==> config.mk <==
export PLATFORM = sky130hd
export DESIGN_NAME = icache_controller
export DESIGN_NICKNAME = d
export VERILOG_FILES = /design/src/rtl/icache_controller.sv
export SDC_FILE = /design/constraint.sdc
export NUM_CORES = 1
export LEC_CHECK = 0
export ABC_AREA = 1
export CAP_MARGIN = 20
export CORE_AREA = 2 2 227 229
export CTS_BUF_LIST = sky130_fd_sc_hd__clkbuf_16
export DETAILED_ROUTE_END_ITERATION = 8
export DIE_AREA = 0 0 229 231
export SYNTH_ARGS = -nofsm -noshare
export SYNTH_HDL_FRONTEND = slang
export SYNTH_SLANG_ARGS = --single-unit
==> constraint.sdc <==
create_clock -name clock -period 2.7 [get_ports clock]
set_input_delay 0.675 -clock clock [delete_from_list [all_inputs] [get_ports clock]]
set_output_delay 0.675 -clock clock [all_outputs]
set_load 0.005 [all_outputs]
==> src/rtl/icache_controller.sv <==
// Read-only instruction-cache controller: serves fetches from the cache array on
// a hit and, on a miss, fetches the whole block from instruction memory, refills
// the array and delivers the requested word. Keeps saturating hit/miss counters.
module icache_controller #(
  parameter int unsigned ADDR_WIDTH  = 32,
  parameter int unsigned WORD_BITS   = 32,
  parameter int unsigned BLOCK_WORDS = 4,
  parameter int unsigned CNT_WIDTH   = 32,
  localparam int unsigned OFF        = $clog2(BLOCK_WORDS),
  localparam int unsigned BA_WIDTH   = ADDR_WIDTH - 2 - OFF,
  localparam int unsigned BLOCK_BITS = WORD_BITS * BLOCK_WORDS
) (
  input  logic                  clock,
  input  logic                  reset,
  input  logic                  ren,
  input  logic [ADDR_WIDTH-1:0] pc,
  output logic                  stall,
  output logic [WORD_BITS-1:0]  instr,
  output logic                  cacheRen,
  output logic                  cacheMemWen,
  output logic [BA_WIDTH-1:0]   cacheBlockAddr,
  output logic [BLOCK_BITS-1:0] cacheDin,
  input  logic                  cacheHit,
  input  logic [BLOCK_BITS-1:0] cacheDout,
  output logic                  memRen,
  output logic [BA_WIDTH-1:0]   memBlockAddr,
  input  logic                  memReady,
  input  logic [BLOCK_BITS-1:0] memDout,
  output logic [CNT_WIDTH-1:0]  hitCount,
  output logic [CNT_WIDTH-1:0]  missCount
);

  typedef enum logic [1:0] {IDLE, MEM_REQ, REFILL} state_e;

  state_e                state_q, state_d;
  logic [BA_WIDTH-1:0]   ba_q, ba_d;
  logic [OFF-1:0]        off_q, off_d;
  logic [BLOCK_BITS-1:0] buf_q, buf_d;
  logic [CNT_WIDTH-1:0]  hit_q, hit_d;
  logic [CNT_WIDTH-1:0]  miss_q, miss_d;

  logic [BA_WIDTH-1:0]   pc_ba;
  logic [OFF-1:0]        pc_off;
  logic                  unused_pc;

  // Fetches are word-aligned, so the byte-offset bits of pc carry no information.
  assign pc_ba     = pc[ADDR_WIDTH-1:2+OFF];
  assign pc_off    = pc[2+OFF-1:2];
  assign unused_pc = ^pc[1:0];

  assign hitCount  = hit_q;
  assign missCount = miss_q;

  // Select one instruction word out of a block (word 0 in the low bits).
  function automatic logic [WORD_BITS-1:0] sel_word(input logic [BLOCK_BITS-1:0] blk,
                                                    input logic [OFF-1:0]        idx);
    sel_word = '0;
    for (int i = 0; i < int'(BLOCK_WORDS); i++) begin
      if (idx == OFF'(i)) sel_word = blk[i*WORD_BITS +: WORD_BITS];
    end
  endfunction

  // Increment that sticks at all-ones instead of wrapping.
  function automatic logic [CNT_WIDTH-1:0] sat_inc(input logic [CNT_WIDTH-1:0] c);
    sat_inc = (&c) ? c : c + CNT_WIDTH'(1);
  endfunction

  // State, latched miss info, block buffer and counters.
  always_ff @(posedge clock or negedge reset) begin
    if (!reset) begin
      state_q <= IDLE;
      ba_q    <= '0;
      off_q   <= '0;
      buf_q   <= '0;
      hit_q   <= '0;
      miss_q  <= '0;
    end else begin
      state_q <= state_d;
      ba_q    <= ba_d;
      off_q   <= off_d;
      buf_q   <= buf_d;
      hit_q   <= hit_d;
      miss_q  <= miss_d;
    end
  end

  // Next-state and outputs; outputs are forced quiet while reset is asserted so
  // an abandoned memory request drops immediately.
  always_comb begin
    state_d        = state_q;
    ba_d           = ba_q;
    off_d          = off_q;
    buf_d          = buf_q;
    hit_d          = hit_q;
    miss_d         = miss_q;
    stall          = 1'b0;
    instr          = '0;
    cacheRen       = 1'b0;
    cacheMemWen    = 1'b0;
    cacheBlockAddr = '0;
    cacheDin       = '0;
    memRen         = 1'b0;
    memBlockAddr   = '0;
    if (reset) begin
      unique case (state_q)
        IDLE: begin
          cacheRen       = ren;
          cacheBlockAddr = pc_ba;
          if (ren && cacheHit) begin
            instr = sel_word(cacheDout, pc_off);
            hit_d = sat_inc(hit_q);
          end else if (ren) begin
            stall   = 1'b1;
            ba_d    = pc_ba;
            off_d   = pc_off;
            miss_d  = sat_inc(miss_q);
            state_d = MEM_REQ;
          end
        end
        MEM_REQ: begin
          stall        = 1'b1;
          memRen       = 1'b1;
          memBlockAddr = ba_q;
          if (memReady) begin
            buf_d   = memDout;
            state_d = REFILL;
          end
        end
        REFILL: begin
          cacheMemWen    = 1'b1;
          cacheBlockAddr = ba_q;
          cacheDin       = buf_q;
          instr          = sel_word(buf_q, off_q);
          state_d        = IDLE;
        end
        default: state_d = IDLE;
      endcase
    end
  end

endmodule
==> results of run 1 <==
flip-flops by register name, summed over array words and instances, names as in the netlist:
signal and count:
hitCount 32, ba_q 28, state_q 2, buf_q 128
off_q 2, missCount 32
worst max-delay path: stages (launching register included):
cell	delay, ns
dfrtp_2	0.43
buf_12	0.15
nor2_4	0.12
buf_6	0.17
nand2_1	0.08
nand3_2	0.09
o211ai_1	0.08
buf_4	0.18
a21oi_2	0.13
clkdlybuf4s15_2	0.22
path summary, 6_finish.rpt:
kind,start,endpoint,depth (start not counted)
worst max-delay path,off_q[1],instr[11],9
worst min-delay path,reset,missCount[8],2
worst max register to register,state_q[1],ba_q[4],9
worst min register to register,buf_q[115],buf_q[115],2
max in group asynchronous,reset,off_q[1],4
min in group clock,buf_q[115],buf_q[115],2
cells in the mapped netlist:
master / number / area share, %
xnor2_1: 17 / 1.1
nand4_1: 3 / 0.14
nor3_1: 4 / 0.15
buf_4: 4 / 0.22
dfrtp_1: 224 / 41
clkinv_1: 2 / 0.055
nor3_2: 1 / 0.073
nand2_2: 15 / 0.68
inv_4: 1 / 0.045
buf_1: 3 / 0.082
nor2_4: 3 / 0.25
nand3b_1: 28 / 1.5
nand2_4: 3 / 0.25
nand3_1: 102 / 3.7
inv_1: 198 / 5.4
o21ai_1: 3 / 0.11
buf_2: 49 / 1.8
nor2_8: 3 / 0.44
nand3_4: 1 / 0.13
xor2_1: 10 / 0.64
ha_1: 2 / 0.18
clkbuf_1: 49 / 1.3
inv_2: 4 / 0.11
or2_2: 5 / 0.23
o22ai_1: 3 / 0.14
nand3_2: 1 / 0.073
nor2_2: 4 / 0.18
buf_12: 1 / 0.15
o211ai_1: 40 / 2.2
buf_6: 4 / 0.33
a21oi_1: 161 / 5.9
nand2_1: 565 / 15
nor2_1: 425 / 12
o21ai_0: 129 / 4.7
a21boi_2: 1 / 0.082
per-layer routing:
layer / global-route usage [%] / part of all wire, %
met5: 0 / 0.061
met4: 4.71 / 2.3
met3: 4.72 / 7.2
met2: 40.6 / 48
met1: 32.4 / 42
area by class of cell:
cell class | count | area [um2]
Fill cell | 5111 | 27700
Multi-Input combinational cell | 1529 | 7890
Timing Repair Buffer | 729 | 6860
Sequential cell | 224 | 5610
Tap cell | 680 | 851
Inverter | 205 | 791
Clock buffer | 28 | 701
Clock inverter | 23 | 265
Timing Repair inverter | 2 | 15.0
Antenna cell | 5 | 12.5
logic make-up after synthesis:
kind of cell               Yosys count  synth area share (%)
AOI/OAI and AO/OA                  337                  13.1
xor gates and xnor gates            27                  1.72
DFF                                224                  40.7
and+or+nand+nor                   1163                  34.8
adders and majority gates            2                 0.182
buffers and inverters              315                  9.50
what timing repair did:
| item | 4_1_cts | 5_1_grt |
|---|---|---|
| cloned | 11 | 9 |
| buffers inserted | 36 | 18 |
| endpoints found under the setup margin | 220 | 172 |
| pin swaps | 54 | 46 |
| gates resized for setup | 533 | 549 |
where the power goes:
| part | switching [mW] | internal [mW] |
|---|---|---|
| combinational | 5.03 | 3.74 |
| clock | 1.60 | 2.37 |
| sequential | 0.616 | 4.61 |
| total | 7.24 | 10.7 |
==> results.md, run 1 <==
- Worst-Margin Slew: 0.877 ns
- Worst Path Required: 2.03 ns
- Post-synthesis cell area: 13800 um2
- Largest net degree at the start of global routing: 76
- Area growth from synthesis to layout: 67.1%
- CTS tree: built
- Clock-pin slew on the worst setup and hold paths: 0.06 ns
- Global-route wire length before repair: 98300 um
- Max cap viols: 0
- Hold-fix buffers at CTS: 0
- Clock Skew: 0.00809 ns
- Grt total ovfl: 0
- Total number of yosys warnings: 0
- Port buffer count: 574
- Final Non-Filler Cells: 3425
- CTS H-tree lvls: 1
- Max_slew headroom: 41.5%
- FF+latch count, synth: 224
- Dpl cell area: 20800 um2
- CP endpoint kind: output pin
- Worst-skew pair later-pin latency: 0.58 ns
- GRT Overall Usage: 24.2%
- DRC Markers: 0
- Final worst path period share: 108%
- Drt total wl: 67500 um
- CTS sink cnt: 224
- Final min period: 2.92 ns
- Cell count after synthesis: 2068
- Flop-to-flop setup slack: 0.56 ns
- Max-slew violation count: 0
- Routability congestion estimate: 0.975
- Critical path arrival: 2.25 ns
- DRT iter0 DRCs: 1189
- Hold WS: 0.114 ns
- DIE HEIGHT: 231 um
- CTS max path bufs: 3
- Drt wl/cell: 19.7 um
- VDD IR-drop max: 0.445 mV
- Most frequent cells in the layout: nand2_1, clkdlybuf4s50_1, nor2_1
- Final number of setup-violating endpoints: 48
- Floorplan core area: 50700 um2
- Core Rows: 83
- Synthesized area per cell: 6.65 um2
- Unrepaired setup endpoints after global routing: yes
- Post-synthesis sequential area ratio: 40.7%
- CTS Buf Count: 28
- I/O pin total: 577
- Post-route ant nets: 0
- Die area: 52900 um2
- Detailed placement HPWL: 49900 um
- Initial antenna violation count: 6
- Setup ws final: -0.220 ns
- Hold Path Class: primary input to async pin
- Crit path kind: register to output pin
- Number of global-route vias before repair: 15900
- Commonest non-fill, non-tap cell in the layout: nand2_1
- Nets: 3014
- Utilization after layout: 45.4%
- Layout Cell Area excl Fill: 23000 um2
- Fraction of layout cells with a size suffix above 1: 23.9%
- Final setup TNS: -4.36 ns
- PwrDens: 781 nW/um2
- Clk Tree Root Cell: clkbuf_16
- Syn Nets: 2363
- Pleak: 11.1 nW
- DR pass1 iterations: 5
- Overall power: 18.0 mW
- Synth cell types: 35
- Status: finished, violations left
- Final Hold Vio Count: 0
- Die X: 229 um
- Setup WS pre-CTS: -0.777 ns
- Critical Path Fanout Max: 8
- DR vias/cell: 4.79
- Failing checks: setup timing
- Critical Path Source Type: register
- Max Freq: 342 MHz
- # placed instances: 3299
- Vias: 16400
- Initial core utilization: 27.2%
Note: power is estimated with default switching activity, not from simulation.
==> inputs of run 2 (changes only) <==
REMOVE_ABC_BUFFERS = 1   (was not set)
==> results.md, run 2 (synthesis results as in run 1) <==
- Status: finished, violations left
- Failing checks: setup timing
- Nets: 3053 (+1.3%)
- Overall power: 18.0 mW (+0.45%)
- Post-route ant nets: 0 (unchanged)
- Clock power frac: 21.9% (-0.2 points)
- VDD IR-drop max: 0.404 mV (-9.2%)
- Drt wl/cell: 20.3 um (+2.8%)
- Hold Path Class: primary input to async pin
- Combinational power share: 48.5% (-0.3 points)
- Area growth from synthesis to layout: 67.8%
- Routability congestion estimate: 0.996 (+2.2%)
- Critical path arrival: 2.26 ns (about the same)
- Setup WS pre-CTS: -0.825 ns (-0.0479 ns)
- Most frequent cells in the layout: nand2_1, nor2_1, clkdlybuf4s50_1
- Crit path kind: register to output pin
- Port buffer count: 574 (unchanged)
- Setup ws final: -0.236 ns (-0.0160 ns)
- Max_slew headroom: 35.3% (-6.3 points)
- Flop-to-flop setup slack: 0.15 ns (-0.41 ns)
- CTS sink cnt: 224 (unchanged)
- Clock-pin slew on the worst setup and hold paths: 0.06 ns (about the same)
- Final Hold Vio Count: 0 (unchanged)
- DR pass1 iterations: 5 (unchanged)
- Floorplan core area: 50700 um2 (unchanged)
- Global-route wire length before repair: 102000 um (+3.8%)
- Vias: 16400 (+0.15%)
- Clk Tree Root Cell: clkbuf_16
- Switching power total: 7.11 mW (-1.8%)
- CTS H-tree lvls: 1 (unchanged)
- Critical Path Fanout Max: 4 (-4)
- Worst Path Required: 2.03 ns (about the same)
- Clock Skew: 0.00689 ns (-0.00120 ns)
- CTS max path bufs: 3 (unchanged)
- DIE HEIGHT: 231 um (unchanged)
- Met2 Use GR: 43.9% (+3.3 points)
- Detailed placement HPWL: 53300 um (+6.7%)
- Die area: 52900 um2 (unchanged)
- Initial core utilization: 27.2% (unchanged)
- Layout Cell Area excl Fill: 23100 um2 (+0.40%)
- I/O pin total: 577 (unchanged)
- GRT Overall Usage: 25.3% (+1.1 points)
- Final min period: 2.94 ns (+0.0160 ns)
- Pleak: 11.2 nW (+0.65%)
- Largest net degree at the start of global routing: 79 (+3.9%)
- Max Freq: 341 MHz (-0.54%)
- Max cap viols: 0 (unchanged)
- Unrepaired setup endpoints after global routing: yes
- Max-slew violation count: 0 (unchanged)
- Number of global-route vias before repair: 16100 (+1.7%)
- CP endpoint kind: output pin
- CTS tree: built
- Drt total wl: 70200 um (+4.0%)
- Reg with most FFs: buf_q
- PwrDens: 781 nW/um2 (about the same)
- Fraction of layout cells with a size suffix above 1: 23.1% (-0.76 points)
- Reg power frac: 29.6% (+0.5 points)
- Initial antenna violation count: 10 (+4)
- Largest register FFs: 128 (unchanged)
- Commonest non-fill, non-tap cell in the layout: nand2_1
- Final setup TNS: -4.94 ns (-0.581 ns)
- Sw Ratio: 39.4% (-0.92 points)
- Critical Path Source Type: register
- Final number of setup-violating endpoints: 51 (+6.3%)
- DRT iter0 DRCs: 925 (-22%)
- Grt met1 use: 31.2% (-1.2 points)
- Final worst path period share: 109% (+0.59 points)
- DR vias/cell: 4.74 (-1.1%)
- Internal power: 10.9 mW (+2.0%)
- Worst-skew pair later-pin latency: 0.56 ns (-0.02 ns)
- Worst-Margin Slew: 0.971 ns (+0.0943 ns)
- Core Rows: 83 (unchanged)
- Top Usage Layer GRT: met2
- Dpl cell area: 21100 um2 (+1.5%)
- Die X: 229 um (unchanged)
- Grt total ovfl: 0 (unchanged)
- Routing usage on met3: 5.56% (+0.84 points)
- CTS Buf Count: 28 (unchanged)
- DRC Markers: 0 (unchanged)
==> run 2: cell count changes in the layout (fill, tap and decap cells not counted), sizes merged <==
| cell | delta |
|---|---|
| clkdlybuf4s50 | +1 |
| clkdlybuf4s15 | +21 |
| buf | +52 |
| clkbuf | -16 |
| dlygate4sd2 | -15 |
| diode | +4 |
| clkinvlp | -2 |
| dlymetal6s2s | -1 |
| clkinv | -2 |
==> run 2: final cells by class <==
class | count | area (um2)
sequential | 224 | 5610
clock buffer | 29 | 726
antenna | 9 | 22.5
tap | 680 | 851
clock inverter | 21 | 218
fill | 5318 | 27600
timing repair buffer | 770 | 7160
multi-input combinational | 1529 | 7710
inverter | 205 | 790
==> run 2: final timing paths <==
check,cells after the start,from,endpoint
min in group clock,2,buf_q[48],buf_q[48]
setup / recovery,12,off_q[1],instr[17]
hold reg to reg,2,buf_q[48],buf_q[48]
max in group asynchronous,5,reset,hitCount[5]
setup reg to reg,13,state_q[0],missCount[31]
hold / removal,2,reset,buf_q[101]
==> run 2: routing by layer <==
| layer | up-vias | share of wire [%] |
|---|---|---|
| met5 | - | 0.011 |
| met4 | 2 | 3.1 |
| met3 | 102 | 6.6 |
| met2 | 628 | 49 |
| met1 | 7802 | 42 |
| li1 | 7899 | - |
==> run 2: power groups by stage <==
stage | sequential (mW) | combinational (mW) | clock [mW]
2_1_floorplan | 5.15 | 3.13 | 0
3_3_place_gp | 5.29 | 6.88 | 0
3_5_place_dp | 5.34 | 6.94 | 0
4_1_cts | 5.29 | 7.95 | 4.06
5_1_grt | 5.46 | 9.52 | 4.19
6_report | 5.33 | 8.76 | 3.95
==> run 2: per-stage QoR <==
stage / util, % / cells / hold WS [ns]
6_report: 45.6 / 3467 / 0.122
5_1_grt: 45.5 / 3465 / 0.103
4_1_cts: 44.6 / 3440 / 0.0808
3_5_place_dp: 41.7 / 3336 / 0.516
3_3_place_gp: 41.7 / 3336 / 0.505
2_1_floorplan: - / 1958 / 0.379
==> run 2: worst max-delay path, stage by stage (launching register included) <==
cell and delay (ns):
dfrtp_2 0.41, buf_6 0.12, nor2_4 0.05, buf_6 0.12, buf_6 0.12, buf_6 0.13, buf_4 0.13, nand2_2 0.06
nand3_2 0.08, o21ai_2 0.06, nand2_1 0.07, a21oi_2 0.19, buf_2 0.16
==> run 2: what timing repair did <==
action / 4_1_cts / 5_1_grt
gates resized for setup: 627 / 451
gates cloned: 5 / 7
buffers inserted: 51 / 19
endpoints found under the setup margin: 220 / 156
hold buffers: 0 / 0
pin swaps: 54 / 47
==> inputs of run 3 (changes only) <==
CAP_MARGIN = not set   (was 20)
SLEW_MARGIN = 20   (was not set)
clock period = 2.4 ns   (was 2.7 ns; I/O delays follow)
==> results.md, run 3 (synthesis results as in run 1) <==
- DRT iter0 DRCs: 921 (-0.43%)
- Max-slew violation count: 0 (unchanged)
- R2R Path End: ba_q[16]
- Clock-pin slew on the worst setup and hold paths: 0.06 ns (about the same)
- Drt wl/cell: 20.5 um (+1.1%)
- CP Depth: 13 (+1)
- Nets: 3091 (+1.2%)
- Final Non-Filler Cells: 3508 (+1.2%)
- Reg with most FFs: buf_q
- Largest net degree at the start of global routing: 91 (+15%)
- Core Rows: 83 (unchanged)
- Worst Path Required: 1.80 ns (-0.23 ns)
- DIE HEIGHT: 231 um (unchanged)
- Flop-to-flop setup slack: 0.14 ns (about the same)
- VDD IR-drop max: 0.547 mV (+35%)
- Multi-input gate area: 8480 um2 (+10%)
- Vias: 16700 (+1.4%)
- Max_slew headroom: 48.6% (+13 points)
- Worst-Margin Slew: 0.772 ns (-0.200 ns)
- Critical Path Fanout Max: 4 (unchanged)
- Worst r2r src: state_q[1]
- Crit-path cells: buf_4, nor2_4, buf_6, buf_12, buf_8, buf_6, buf_6, nand2_2, nand3_2, nand2_2, nand3_2, a21oi_2, buf_2
- Commonest non-fill, non-tap cell in the layout: nand2_1
- # placed instances: 3338 (+0.060%)
- DR vias/cell: 4.75 (+0.24%)
- Global-route wire length before repair: 102000 um (+0.27%)
- Status: finished, violations left
- DRC Markers: 0 (unchanged)
- Largest register FFs: 128 (unchanged)
- Fillers: 5005 (-5.9%)
- Critical Path Source Type: register
- Die area: 52900 um2 (unchanged)
- Clock Skew: 0.00897 ns (+0.00208 ns)
- Die X: 229 um (unchanged)
- Number of global-route vias before repair: 16200 (+0.41%)
- Initial antenna violation count: 12 (+2)
- Max Freq: 353 MHz
- Slowest CP cell: dfrtp_2
- I/O pin total: 577 (unchanged)
- CTS H-tree lvls: 1 (unchanged)
- Critical path arrival: 2.24 ns (-0.02 ns)
- PwrDens: 875 nW/um2 (+12%)
- Post-route ant nets: 0 (unchanged)
- Area growth from synthesis to layout: 80.7%
- CTS max path bufs: 3 (unchanged)
- Most frequent cells in the layout: nand2_1, clkdlybuf4s50_1, nor2_1
- Final Hold Vio Count: 0 (unchanged)
- CTS tree: built
- Final min period: 2.84 ns
- Detailed placement HPWL: 53400 um (+0.27%)
- Floorplan core area: 50700 um2 (unchanged)
- Failing checks: setup timing
- Worst r2r path cells: 9 (-4)
- Port buffer count: 574 (unchanged)
- CTS sink cnt: 224 (unchanged)
- Clk Tree Root Cell: clkbuf_16
- CTS Buf Count: 29 (+3.6%)
- Cell family with most CP delay: buffers and inverters
- Unrepaired setup endpoints after global routing: yes
- Routability congestion estimate: 1.01 (+1.3%)
- Crit path kind: register to output pin
- Drt total wl: 71900 um (+2.3%)
- Most used cell, CP: buf_6
- GRT Overall Usage: 25.4% (+0.15 points)
- Final number of setup-violating endpoints: 217 (+330%)
- Final setup TNS: -49.88 ns (-44.93 ns)
- CP endpoint kind: output pin
- DR pass1 iterations: 5 (unchanged)
- Register area: 5610 um2 (about the same)
- Initial core utilization: 27.2% (unchanged)
- Overall power: 21.8 mW (+21%)
- Fraction of layout cells with a size suffix above 1: 29.0% (+5.8 points)
- Grt total ovfl: 0 (unchanged)
- Worst-skew pair later-pin latency: 0.56 ns (about the same)
- Slowest stage delay, CP: 0.40 ns (about the same)
- Pleak: 11.7 nW (+4.4%)
- Setup ws final: -0.437 ns (-0.200 ns)
- Final worst path period share: 118%
- Hold Path Class: primary input to async pin
- Max cap viols: 0 (unchanged)
- Worst path bufs/invs: 7 (+1)
-- run 3: changes by cell type in the layout (fill, tap and decap cells not counted), moves of 10 or more --
| cell | delta |
|---|---|
| buf_12 | +23 |
| buf_2 | +45 |
| nor2_4 | +114 |
| clkdlybuf4s15_1 | -16 |
| buf_4 | -25 |
| nor2_1 | -101 |
| nand3_1 | +15 |
| nand2_2 | +18 |
| dlygate4sd2_1 | -12 |
| nand3_2 | -10 |
| nand2_1 | -16 |
| clkbuf_2 | -67 |
| nor2_2 | -13 |
| buf_6 | +89 |
-- run 3: final cells by class --
cell class | instances | area share [%]
antenna | 10 | 0.101
clock buffer | 29 | 2.92
clock inverter | 24 | 1.12
inverter | 205 | 3.15
multi-input combinational | 1529 | 34.1
sequential | 224 | 22.6
tap | 680 | 3.42
timing repair buffer | 807 | 32.6
-- run 3: worst max-delay path by stage --
stage / to / slack, ns / startpoint
detailed placement: instr[28] / -0.86 / pc[2]
floorplan: state_q[1] / -3.35 / reset
CTS: instr[14] / -0.47 / off_q[0]
global route: instr[20] / -0.52 / off_q[1]
finish: instr[20] / -0.44 / off_q[1]
global placement: instr[28] / -0.85 / pc[2]
-- run 3: per-layer routing --
| layer | vias up | routed length [um] | global-route usage [%] |
|---|---|---|---|
| met1 | 7903 | 29200 | 31.3 |
| met3 | 121 | 4760 | 5.34 |
| li1 | 7990 | - | - |
| met2 | 649 | 35300 | 43.5 |
| met5 | - | 16 | 0 |
| met4 | 4 | 2690 | 9.94 |
-- run 3: repair_timing --
item                                     CTS  global route
gates resized for setup                 1016           562
endpoints found under the hold margin      2             0
pin swaps                                 74            56
buffers inserted                          57            50
endpoints found under the setup margin   220           219
cloned                                     7             8
hold buffers                               1             0
-- run 3: power by group --
group	switching, mW	internal, mW
Sequential	0.774	5.19
Combinational	6.27	4.85
Clock	1.76	2.92
Total	8.81	13.0
-- run 3: stage by stage --
stage | utilization (%) | cell area [um2] | setup WS, ns | hold slack [ns]
4_1_cts | 45.7 | 23200 | -0.466 | 0.0111
3_5_place_dp | 41.8 | 21200 | -0.860 | 0.515
3_3_place_gp | 41.8 | 21200 | -0.852 | 0.509
6_report | 49.1 | 24900 | -0.437 | 0.0510
5_1_grt | 49.1 | 24900 | -0.519 | 0.0353
2_1_floorplan | - | 13200 | -3.35 | 0.304
